File: src/rtl/io_pkg.sv
// Shared I/O display constants: hex segment patterns and digit count.
// Patterns are active-low {g,f,e,d,c,b,a}.
package io_pkg;

    localparam int DIGITS = 4;

    localparam logic [6:0] SEG_BLANK = 7'b1111111;

    localparam logic [6:0] SEG_HEX [16] = '{
        7'b1000000, 7'b1111001, 7'b0100100, 7'b0110000,
        7'b0011001, 7'b0010010, 7'b0000010, 7'b1111000,
        7'b0000000, 7'b0010000, 7'b0001000, 7'b0000011,
        7'b1000110, 7'b0100001, 7'b0000110, 7'b0001110
    };

endpackage

File: src/rtl/hex_to_seg7.sv
// Combinational hex digit to active-low seven-segment pattern.
// Ports: nibble (4-bit value in), seg ({g,f,e,d,c,b,a}, active-low out).
module hex_to_seg7
    import io_pkg::*;
(
    input  logic [3:0] nibble,
    output logic [6:0] seg
);

    assign seg = SEG_HEX[nibble];

endmodule

File: src/rtl/cout_display.sv
// Output register with 4-digit multiplexed hex seven-segment display.
// Ports: clk, reset (sync, active-high), bus (sampled), cout_read/cout_done
// load handshake, cout_value (LED mirror), an/seg/dp (active-low display).
module cout_display
    import io_pkg::*;
#(
    parameter int REFRESH_DIV = 100000,
    parameter bit LZ_BLANK    = 1'b0
) (
    input  logic              clk,
    input  logic              reset,
    input  logic [31:0]       bus,
    input  logic              cout_read,
    output logic              cout_done,
    output logic [15:0]       cout_value,
    output logic [DIGITS-1:0] an,
    output logic [6:0]        seg,
    output logic              dp
);

    localparam int CW = $clog2(REFRESH_DIV);
    localparam logic [CW-1:0] CNT_LAST = CW'(REFRESH_DIV - 1);

    logic [15:0]       value_q, value_d;
    logic              ovf_q, ovf_d;
    logic              done_q, done_d;
    logic [CW-1:0]     cnt_q, cnt_d;
    logic [1:0]        idx_q, idx_d;
    logic [DIGITS-1:0] an_q, an_d;
    logic [6:0]        seg_q, seg_d;
    logic              dp_q, dp_d;

    logic [3:0] nibble;
    logic [6:0] hex_seg;
    logic       blank;

    assign nibble = value_q[{idx_q, 2'b00} +: 4];

    hex_to_seg7 u_hex (
        .nibble (nibble),
        .seg    (hex_seg)
    );

    // A digit is blanked only when it and every digit to its left are zero.
    always_comb begin
        blank = 1'b0;
        unique case (idx_q)
            2'd0: blank = 1'b0;
            2'd1: blank = (value_q[15:4] == 12'h000);
            2'd2: blank = (value_q[15:8] == 8'h00);
            2'd3: blank = (value_q[15:12] == 4'h0);
        endcase
    end

    always_comb begin
        value_d = value_q;
        ovf_d   = ovf_q;
        done_d  = 1'b0;
        if (cout_read) begin
            value_d = bus[15:0];
            ovf_d   = (bus[31:16] != 16'h0000);
            done_d  = 1'b1;
        end

        cnt_d = cnt_q + CW'(1);
        idx_d = idx_q;
        if (cnt_q == CNT_LAST) begin
            cnt_d = '0;
            idx_d = idx_q + 2'd1;
        end

        an_d  = ~(DIGITS'(1) << idx_q);
        seg_d = (LZ_BLANK && blank) ? SEG_BLANK : hex_seg;
        dp_d  = ~(ovf_q && (idx_q == 2'd0));
    end

    always_ff @(posedge clk) begin
        if (reset) begin
            value_q <= '0;
            ovf_q   <= 1'b0;
            done_q  <= 1'b0;
            cnt_q   <= '0;
            idx_q   <= '0;
            an_q    <= '1;
            seg_q   <= SEG_BLANK;
            dp_q    <= 1'b1;
        end else begin
            value_q <= value_d;
            ovf_q   <= ovf_d;
            done_q  <= done_d;
            cnt_q   <= cnt_d;
            idx_q   <= idx_d;
            an_q    <= an_d;
            seg_q   <= seg_d;
            dp_q    <= dp_d;
        end
    end

    assign cout_done  = done_q;
    assign cout_value = value_q;
    assign an         = an_q;
    assign seg        = seg_q;
    assign dp         = dp_q;

endmodule

File: config.mk
export PLATFORM = sky130hd
export DESIGN_NAME = cout_display
export DESIGN_NICKNAME = d
export VERILOG_FILES = /design/src/rtl/io_pkg.sv /design/src/rtl/hex_to_seg7.sv /design/src/rtl/cout_display.sv
export SDC_FILE = /design/constraint.sdc
export NUM_CORES = 1
export LEC_CHECK = 0
export BUFFER_PORTS_ARGS = -buffer_cell sky130_fd_sc_hd__buf_2
export CAP_MARGIN = 20
export CELL_PAD_IN_SITES_DETAIL_PLACEMENT = 0
export CELL_PAD_IN_SITES_GLOBAL_PLACEMENT = 1
export CORE_UTILIZATION = 35
export DETAILED_ROUTE_END_ITERATION = 10
export GPL_ROUTABILITY_DRIVEN = 0
export PLACE_DENSITY_LB_ADDON = 0.25
export SLEW_MARGIN = 10
export SYNTH_ARGS = -nofsm -noshare
export SYNTH_HDL_FRONTEND = slang
export SYNTH_SLANG_ARGS = --single-unit
File: constraint.sdc
create_clock -name clk -period 2.2 [get_ports clk]
set_clock_uncertainty 0.05 [all_clocks]
set_input_delay 0.22 -clock clk [delete_from_list [all_inputs] [get_ports clk]]
set_output_delay 0.22 -clock clk [all_outputs]
set_load 0.02 [all_outputs]
==> results of run 1 <==
-- synth_stat cells (2+ instances only) --
| cell type | number | area, um^2 |
|---|---|---|
| buf_2 | 5 | 25.0 |
| a21oi_1 | 4 | 20.0 |
| a211oi_1 | 2 | 15.0 |
| nor4b_1 | 2 | 17.5 |
| and4_1 | 6 | 52.6 |
| buf_6 | 2 | 22.5 |
| clkbuf_1 | 4 | 15.0 |
| nand4_1 | 6 | 37.5 |
| nor4_1 | 5 | 31.3 |
| xor2_1 | 8 | 70.1 |
| dfxtp_1 | 49 | 981 |
| mux2i_1 | 19 | 190 |
| nand3_1 | 8 | 40.0 |
| ha_1 | 11 | 138 |
| o21ai_0 | 2 | 10.0 |
| nand2_1 | 14 | 52.6 |
| o211ai_1 | 2 | 15.0 |
| inv_1 | 7 | 26.3 |
| and3_1 | 2 | 12.5 |
| mux4_1 | 2 | 52.6 |
| xnor2_1 | 5 | 43.8 |
| or3_1 | 2 | 12.5 |
| nor2_1 | 35 | 131 |
| o221ai_1 | 2 | 17.5 |
| mux4_2 | 2 | 45.0 |
-- through the flow --
step / utilization, % / setup WS, ns / total power [mW] / instances / hold slack [ns]
after floorplan: - / 0.117 / 1.11 / 223 / 0.317
after global placement: 43.2 / 0.153 / 1.19 / 354 / 0.333
after detailed placement: 43.2 / 0.133 / 1.19 / 354 / 0.345
after CTS: 45.2 / 0.131 / 1.85 / 362 / 0.0819
after global routing: 45.2 / 0.00124 / 1.91 / 362 / 0.0869
final: 45.2 / 0.140 / 1.82 / 362 / 0.0892
-- placed cells by master, fill, tap and decap left out, types with 2 or more instances in the layout --
cell,netlist,routed
nor4_1,5,5
a211oi_1,2,2
and3_1,2,2
a21oi_1,4,4
nand2_1,14,14
xnor2_1,5,5
or3_1,2,2
mux4_1,2,2
buf_4,0,5
nand4_1,6,6
ha_1,11,11
inv_1,7,7
o21ai_0,2,2
nor4b_1,2,2
clkbuf_8,0,5
and4_1,6,6
mux2i_1,19,19
o211ai_1,2,2
dfxtp_1,49,49
o221ai_1,2,2
nor2_1,35,35
buf_2,5,63
mux4_2,2,2
xor2_1,8,8
nand3_1,8,8
-- layout make-up --
type	count	area, um^2
multi-input cells	155	1140
fillers	590	3290
clock buffers	5	68.8
flip-flops and latches	49	981
inverters	7	26.3
well taps	75	93.8
clock inverters	3	46.3
repair buffers	68	353
-- power by group through the flow --
| stage | logic (mW) | clock network, mW | registers, mW |
|---|---|---|---|
| 3_3_place_gp | 0.220 | 0 | 0.973 |
| 6_report | 0.219 | 0.651 | 0.951 |
| 5_1_grt | 0.244 | 0.713 | 0.958 |
| 4_1_cts | 0.222 | 0.677 | 0.952 |
| 3_5_place_dp | 0.221 | 0 | 0.973 |
| 2_1_floorplan | 0.105 | 0 | 1.01 |
-- tightest hold or removal path, delay by kind of cell --
family	cells	cell delay (ns)
simple gates	1	0.07
buf+inv	1	0.07
mux	1	0.05
-- layer usage --
layer / up-vias / track usage, % / part of all wire, %
li1: 913 / - / -
met1: 811 / 21.7 / 51
met2: 28 / 23.1 / 43
met3: 5 / 4.11 / 4.0
met4: 0 / 6.43 / 1.6
met5: - / 0 / 0
-- worst paths after layout --
kind,start,to,cells after the start
worst max-delay path,idx_q[0],seg[3],5
worst min-delay path,bus[5],cout_value[5],3
worst max register to register,idx_q[0],seg[3],5
worst min register to register,ovf_q,dp,1
-- registers in the layout, indices dropped and copies added, names as in the netlist --
signal	count
cnt_q	17
cout_value	16
idx_q	2
dp	1
seg	7
ovf_q	1
an	4
cout_done	1
-- cells by family (layout without fill, tap and decap cells) --
kind of cell             Yosys count  count (layout)  synth area share, %
adder cells (fa/ha/maj)           11              11                 6.23
buffers and inverters             19              83                 4.19
multiplexers                      25              25                 14.2
XOR/XNOR                          13              13                 5.15
AND/OR/NAND/NOR                   88              88                 20.1
AO/OA/AOI/OAI                     18              18                 5.72
flip-flops                        49              49                 44.4
==> qor.json, run 1 <==
{
  "run_status": {"value": "finished, final reports clean"},
  "required_time_at_the_endpoint_of_the_critical_path": {"value": 2.34, "unit": "ns"},
  "power.switching": {"value": 0.461, "unit": "mW"},
  "synth.distinct_cells": {"value": 42},
  "die_height": {"value": 81.5, "unit": "um"},
  "final_nets": {"value": 332},
  "cts.repair.resized": {"value": 0},
  "firstDrtPassIters": {"value": 3},
  "grt_setup_unrepaired": {"value": "false"},
  "crit_path_end_kind": {"value": "register"},
  "synthesized_area": {"value": 2210, "unit": "um^2"},
  "crit_path_cell_trace": {"value": "mux4_1 > ha_1 > or2_2 > a211oi_1 > a31oi_1"},
  "wl_per_cell": {"value": 12.6, "unit": "um"},
  "netSwitchingFraction": {"value": 25.3, "unit": "%"},
  "wire_length_of_the_first_global_routing_pass": {"value": 7850, "unit": "um"},
  "syn_inst": {"value": 223},
  "ys_warn_count": {"value": 0},
  "place.port_buffers": {"value": 63},
  "maxCapViolCount": {"value": 0},
  "placed_cell_area": {"value": 2590, "unit": "um^2"},
  "via_count": {"value": 1757},
  "maximum_number_of_pins_on_one_net_before_global_route_repair": {"value": 26},
  "detailedRoute.firstIterationViolations": {"value": 33},
  "timing.final.crit_period": {"value": 2.06, "unit": "ns"},
  "first_global_vias": {"value": 1625},
  "critical-path-slowest-cell": {"value": "mux4_1"},
  "worstMarginPinSlew": {"value": 0.502, "unit": "ns"},
  "timing.critical_path.buf_inv": {"value": 0},
  "synth_enable_flop_cells": {"value": 0},
  "part_of_the_power_in_registers": {"value": 52.2, "unit": "%"},
  "worst_slew_margin_rel": {"value": 66.6, "unit": "%"},
  "async_flop_share": {"value": 0, "unit": "%"},
  "hpwlAfterDp": {"value": 3420, "unit": "um"},
  "vias_per_cell": {"value": 4.85},
  "dominantRegCellSynth": {"value": "dfxtp_1"},
  "master_cell_of_the_clock_root_buffer": {"value": "clkbuf_8"},
  "power_per_cell_area": {"value": 673, "unit": "nW/um^2"},
  "syn-mean-instance-area": {"value": 9.91, "unit": "um^2"},
  "grt_antenna_before_repair": {"value": 0},
  "post_cts_hold_buffer_count": {"value": 0},
  "leakage": {"value": 1.18, "unit": "nW"},
  "grt.total_usage": {"value": 15.7, "unit": "%"},
  "category_of_the_most_critical_setup_path": {"value": "reg -> reg"},
  "tritoncts_clock_tree": {"value": "yes"},
  "core_area": {"value": 5990, "unit": "um^2"},
  "timing_hold_violations_final": {"value": 0},
  "clk-insertion-delay-late": {"value": 0.31, "unit": "ns"},
  "setup_viol_count_final": {"value": 0},
  "placementRows": {"value": 28},
  "antenna_cells": {"value": 0},
  "cpLargestDelayFamily": {"value": "multiplexers"},
  "drive_above_1_share": {"value": 28.9, "unit": "%"},
  "clkPwrFrac": {"value": 35.7, "unit": "%"},
  "cts_setup_buffers": {"value": 0},
  "synth.net_count": {"value": 269},
  "internal_power": {"value": 1.36, "unit": "mW"},
  "synth_seq_cells": {"value": 49},
  "setup.reg_to_reg.worst_slack": {"value": 0.14, "unit": "ns"},
  "finalMaxSlewViolations": {"value": 0},
  "achievable-frequency": {"value": 485, "unit": "MHz"},
  "critical_path.max_stage_delay": {"value": 0.67, "unit": "ns"},
  "antenna_left": {"value": 0},
  "totalWireLength": {"value": 4580, "unit": "um"},
  "worstHoldPathType": {"value": "in -> reg"},
  "globalRoute.totalOverflow": {"value": 0},
  "clock_tree.buffer_depth": {"value": 2},
  "boundaryPins": {"value": 64},
  "die_w": {"value": 81.5, "unit": "um"},
  "critPathLaunchType": {"value": "register"},
  "area.growth.synth_to_final": {"value": 22.4, "unit": "%"},
  "fp.dieArea": {"value": 6630, "unit": "um^2"},
  "clk_transition_reported_paths": {"value": 0.10, "unit": "ns"},
  "ir_drop": {"value": 0.327, "unit": "mV"},
  "combPwrFrac": {"value": 12.0, "unit": "%"},
  "final.setup.tns": {"value": 0, "unit": "ns"},
  "arrival": {"value": 2.20, "unit": "ns"},
  "tritoncts_num_sinks": {"value": 49},
  "cts-buffers-inserted": {"value": 5},
  "path_max_fanout": {"value": 5},
  "min_period_over_period": {"value": 93.7, "unit": "%"},
  "ys_seq_area_share": {"value": 44.4, "unit": "%"},
  "drc": {"value": 0},
  "initial_utilization": {"value": 36.9, "unit": "%"},
  "final_area": {"value": 2710, "unit": "um^2"},
  "htreeDepth": {"value": 2}
}
(Power assumes the default switching activity.)
==> run 2, diff against run 1 <==
--- a/config.mk
+++ b/config.mk
@@ -9,6 +9,7 @@
 export CAP_MARGIN = 20
 export CELL_PAD_IN_SITES_DETAIL_PLACEMENT = 0
 export CELL_PAD_IN_SITES_GLOBAL_PLACEMENT = 1
+export CORE_MARGIN = 4
 export CORE_UTILIZATION = 35
 export DETAILED_ROUTE_END_ITERATION = 10
 export GPL_ROUTABILITY_DRIVEN = 0
@@ -16,4 +17,5 @@
 export SLEW_MARGIN = 10
 export SYNTH_ARGS = -nofsm -noshare
 export SYNTH_HDL_FRONTEND = slang
+export SYNTH_HIERARCHICAL = 1
 export SYNTH_SLANG_ARGS = --single-unit
==> run 2 against run 1 <==
Compared with the run above: synthesized cell count increased by 1.8%; via count decreased by 1.2%; setup slack improved by 0.012 ns; core utilization decreased by 0.34 points; flip-flop and latch count unchanged; combinational power increased by 4%; register-to-register slack about the same; wire length decreased by 0.15%; critical path type unchanged; highest routed layer unchanged.
==> qor.json, run 2 <==
{
  "wire_length_of_the_first_global_routing_pass": {"value": 7760, "unit": "um"},
  "firstDrtPassIters": {"value": 4},
  "detailedRoute.firstIterationViolations": {"value": 90},
  "critical_path.endpoint": {"value": "seg[3]"},
  "tritoncts_clock_tree": {"value": "yes"},
  "ys_seq_area_share": {"value": 43.7, "unit": "%"},
  "synthesized_area": {"value": 2240, "unit": "um^2"},
  "final-instance-count-excl-fill": {"value": 369},
  "placementRows": {"value": 28},
  "leakage": {"value": 1.18, "unit": "nW"},
  "worst_slew_margin_rel": {"value": 63.4, "unit": "%"},
  "path_max_fanout": {"value": 6},
  "htreeDepth": {"value": 2},
  "ir_drop": {"value": 0.324, "unit": "mV"},
  "timing.final.crit_period": {"value": 2.05, "unit": "ns"},
  "totalWireLength": {"value": 4570, "unit": "um"},
  "synth_seq_cells": {"value": 49},
  "ys_warn_count": {"value": 6},
  "synth_largest_area_cell": {"value": "dfxtp_1"},
  "initial_utilization": {"value": 37.0, "unit": "%"},
  "die_height": {"value": 88.1, "unit": "um"},
  "clk_transition_reported_paths": {"value": 0.09, "unit": "ns"},
  "clock_tree.buffer_depth": {"value": 2},
  "critPathLaunchType": {"value": "register"},
  "layout.cells.most_common_list": {"value": "buf_2, dfxtp_1, nor2_1"},
  "vias_per_cell": {"value": 4.70},
  "place.port_buffers": {"value": 63},
  "core_area": {"value": 6060, "unit": "um^2"},
  "wl_per_cell": {"value": 12.4, "unit": "um"},
  "globalRoute.totalOverflow": {"value": 0},
  "min_period_over_period": {"value": 93.1, "unit": "%"},
  "timing_hold_violations_final": {"value": 0},
  "async_flop_share": {"value": 0, "unit": "%"},
  "setup_viol_count_final": {"value": 0},
  "crit_path_cell_trace": {"value": "mux4_2 > ha_1 > or2_1 > a21oi_1 > a31oi_1 > or2_2"},
  "cpLargestDelayFamily": {"value": "multiplexers"},
  "place.detailed.instances": {"value": 359},
  "placed_cell_area": {"value": 2610, "unit": "um^2"},
  "synthTopCellsByCount": {"value": "dfxtp_1, nor2_1, mux2i_1, ha_1, nand2_1"},
  "boundaryPins": {"value": 64},
  "final_area": {"value": 2720, "unit": "um^2"},
  "timing.reg2reg.worst_path_depth": {"value": 6},
  "arrival": {"value": 2.19, "unit": "ns"},
  "timing.critical_path.buf_inv": {"value": 0},
  "maxCapViolCount": {"value": 0},
  "dominantRegCellSynth": {"value": "dfxtp_1"},
  "maximum_number_of_pins_on_one_net_before_global_route_repair": {"value": 35},
  "syn-mean-instance-area": {"value": 9.89, "unit": "um^2"},
  "grt_antenna_before_repair": {"value": 0},
  "setup.reg_to_reg.worst_slack": {"value": 0.15, "unit": "ns"},
  "synth_enable_flop_cells": {"value": 0},
  "synth.net_count": {"value": 274},
  "layout.filler_cells": {"value": 606},
  "fp.dieArea": {"value": 7760, "unit": "um^2"},
  "drc": {"value": 0},
  "critical_path.startpoint": {"value": "idx_q[0]"},
  "final_nets": {"value": 340},
  "die_w": {"value": 88.1, "unit": "um"},
  "run_status": {"value": "finished, final reports clean"},
  "category_of_the_most_critical_setup_path": {"value": "reg -> reg"},
  "clk-insertion-delay-late": {"value": 0.30, "unit": "ns"},
  "reg_with_most_ffs": {"value": "cnt_q"},
  "worst-path-stages": {"value": 6},
  "most_common_cell_in_the_synthesized_netlist": {"value": "dfxtp_1"},
  "area.growth.synth_to_final": {"value": 21.0, "unit": "%"},
  "first_global_vias": {"value": 1604},
  "worst_r2r_startpoint": {"value": "idx_q[0]"},
  "grt.total_usage": {"value": 12.7, "unit": "%"},
  "yosys.area.top_type_share": {"value": 43.7, "unit": "%"},
  "tritoncts_num_sinks": {"value": 49},
  "worstMarginPinSlew": {"value": 0.550, "unit": "ns"},
  "drive_above_1_share": {"value": 32.3, "unit": "%"},
  "finalMaxSlewViolations": {"value": 0},
  "antenna_cells": {"value": 0},
  "crit_path_end_kind": {"value": "register"},
  "power_per_cell_area": {"value": 622, "unit": "nW/um^2"},
  "via_count": {"value": 1736},
  "syn_inst": {"value": 227},
  "largest_register_ffs": {"value": 17},
  "post_cts_hold_buffer_count": {"value": 0},
  "antenna_left": {"value": 0},
  "rr_endpoint": {"value": "seg[3]"},
  "critical-path-slowest-cell": {"value": "mux4_2"},
  "critical_path.max_stage_delay": {"value": 0.60, "unit": "ns"},
  "synth.distinct_cells": {"value": 46},
  "required_time_at_the_endpoint_of_the_critical_path": {"value": 2.34, "unit": "ns"},
  "hpwlAfterDp": {"value": 3410, "unit": "um"},
  "synthTopCellsByArea": {"value": "dfxtp_1, mux2i_1, ha_1"},
  "achievable-frequency": {"value": 488, "unit": "MHz"},
  "cts-buffers-inserted": {"value": 5},
  "master_cell_of_the_clock_root_buffer": {"value": "clkbuf_8"},
  "most_common_cell_after_layout_fill_and_taps_aside": {"value": "buf_2"},
  "worstHoldPathType": {"value": "in -> reg"}
}
## run 2: changes by cell type after synthesis, sizes merged, moves of 3 or more
cell,delta
or2,+6
nand2b,+4
o21ai,+4
and4,-3
nand2,-3
xnor2,+3
## run 2: per-layer routing
| layer | global-route usage (%) | vias to the layer above | routed length (um) |
|---|---|---|---|
| met5 | 0 | - | 0 |
| met4 | 4.12 | 0 | 48 |
| met3 | 3.10 | 5 | 301 |
| met2 | 18.8 | 56 | 1890 |
| met1 | 18.0 | 760 | 2340 |
| li1 | - | 915 | - |
## run 2: timing repair
action                     4_1_cts  5_1_grt
setup endpoints to repair        0        6
buffers inserted                 0        2
gates resized for setup          0        1
## run 2: worst min path at each step
stage,endpoint,startpoint,cells past startpoint
finish,cout_value[12],bus[12],3
global route,cout_value[9],bus[9],3
CTS,cout_value[14],bus[14],3
detailed placement,dp,ovf_q,1
global placement,dp,ovf_q,1
floorplan,cout_done,reset,1
## run 2: logic make-up after synthesis
| family | synth area share [%] |
|---|---|
| XOR/XNOR | 5.46 |
| AO/OA/AOI/OAI | 4.46 |
| buffers and inverters | 4.46 |
| adder cells (fa/ha/maj) | 6.69 |
| flip-flops | 43.7 |
| AND/OR/NAND/NOR | 22.7 |
| multiplexers | 12.5 |
## run 2: through the flow
stage	TNS, ns	hold slack (ns)	utilization (%)	power (mW)	setup slack, ns
6_report	0	0.0999	44.8	1.69	0.151
5_1_grt	-0.00342	0.102	44.8	1.78	-0.00342
4_1_cts	0	0.0953	44.6	1.71	0.0187
3_5_place_dp	0	0.390	43.1	1.20	0.0399
3_3_place_gp	0	0.378	43.1	1.19	0.105
2_1_floorplan	0	0.242	-	1.12	0.0615
## run 2: where the power goes
group / switching (mW) / total [mW] / internal (mW)
Combinational: 0.126 / 0.227 / 0.101
Clock: 0.297 / 0.517 / 0.220
Sequential: 0.0229 / 0.947 / 0.925
Total: 0.445 / 1.69 / 1.25
## run 2: worst min-delay path: stages
cell and delay, ns:
buf_2 0.07, mux2i_1 0.05, nor2_1 0.07
## run 2: final cells by class
| type | instances | area [um^2] | share of cell area (%) |
|---|---|---|---|
| Inverter | 6 | 22.5 | 0.829 |
| Clock buffer | 5 | 68.8 | 2.53 |
| Tap cell | 75 | 93.8 | 3.45 |
| Multi-Input combinational cell | 161 | 1160 | 42.8 |
| Clock inverter | 3 | 17.5 | 0.645 |
| Sequential cell | 49 | 982 | 36.2 |
| Timing Repair Buffer | 70 | 368 | 13.5 |
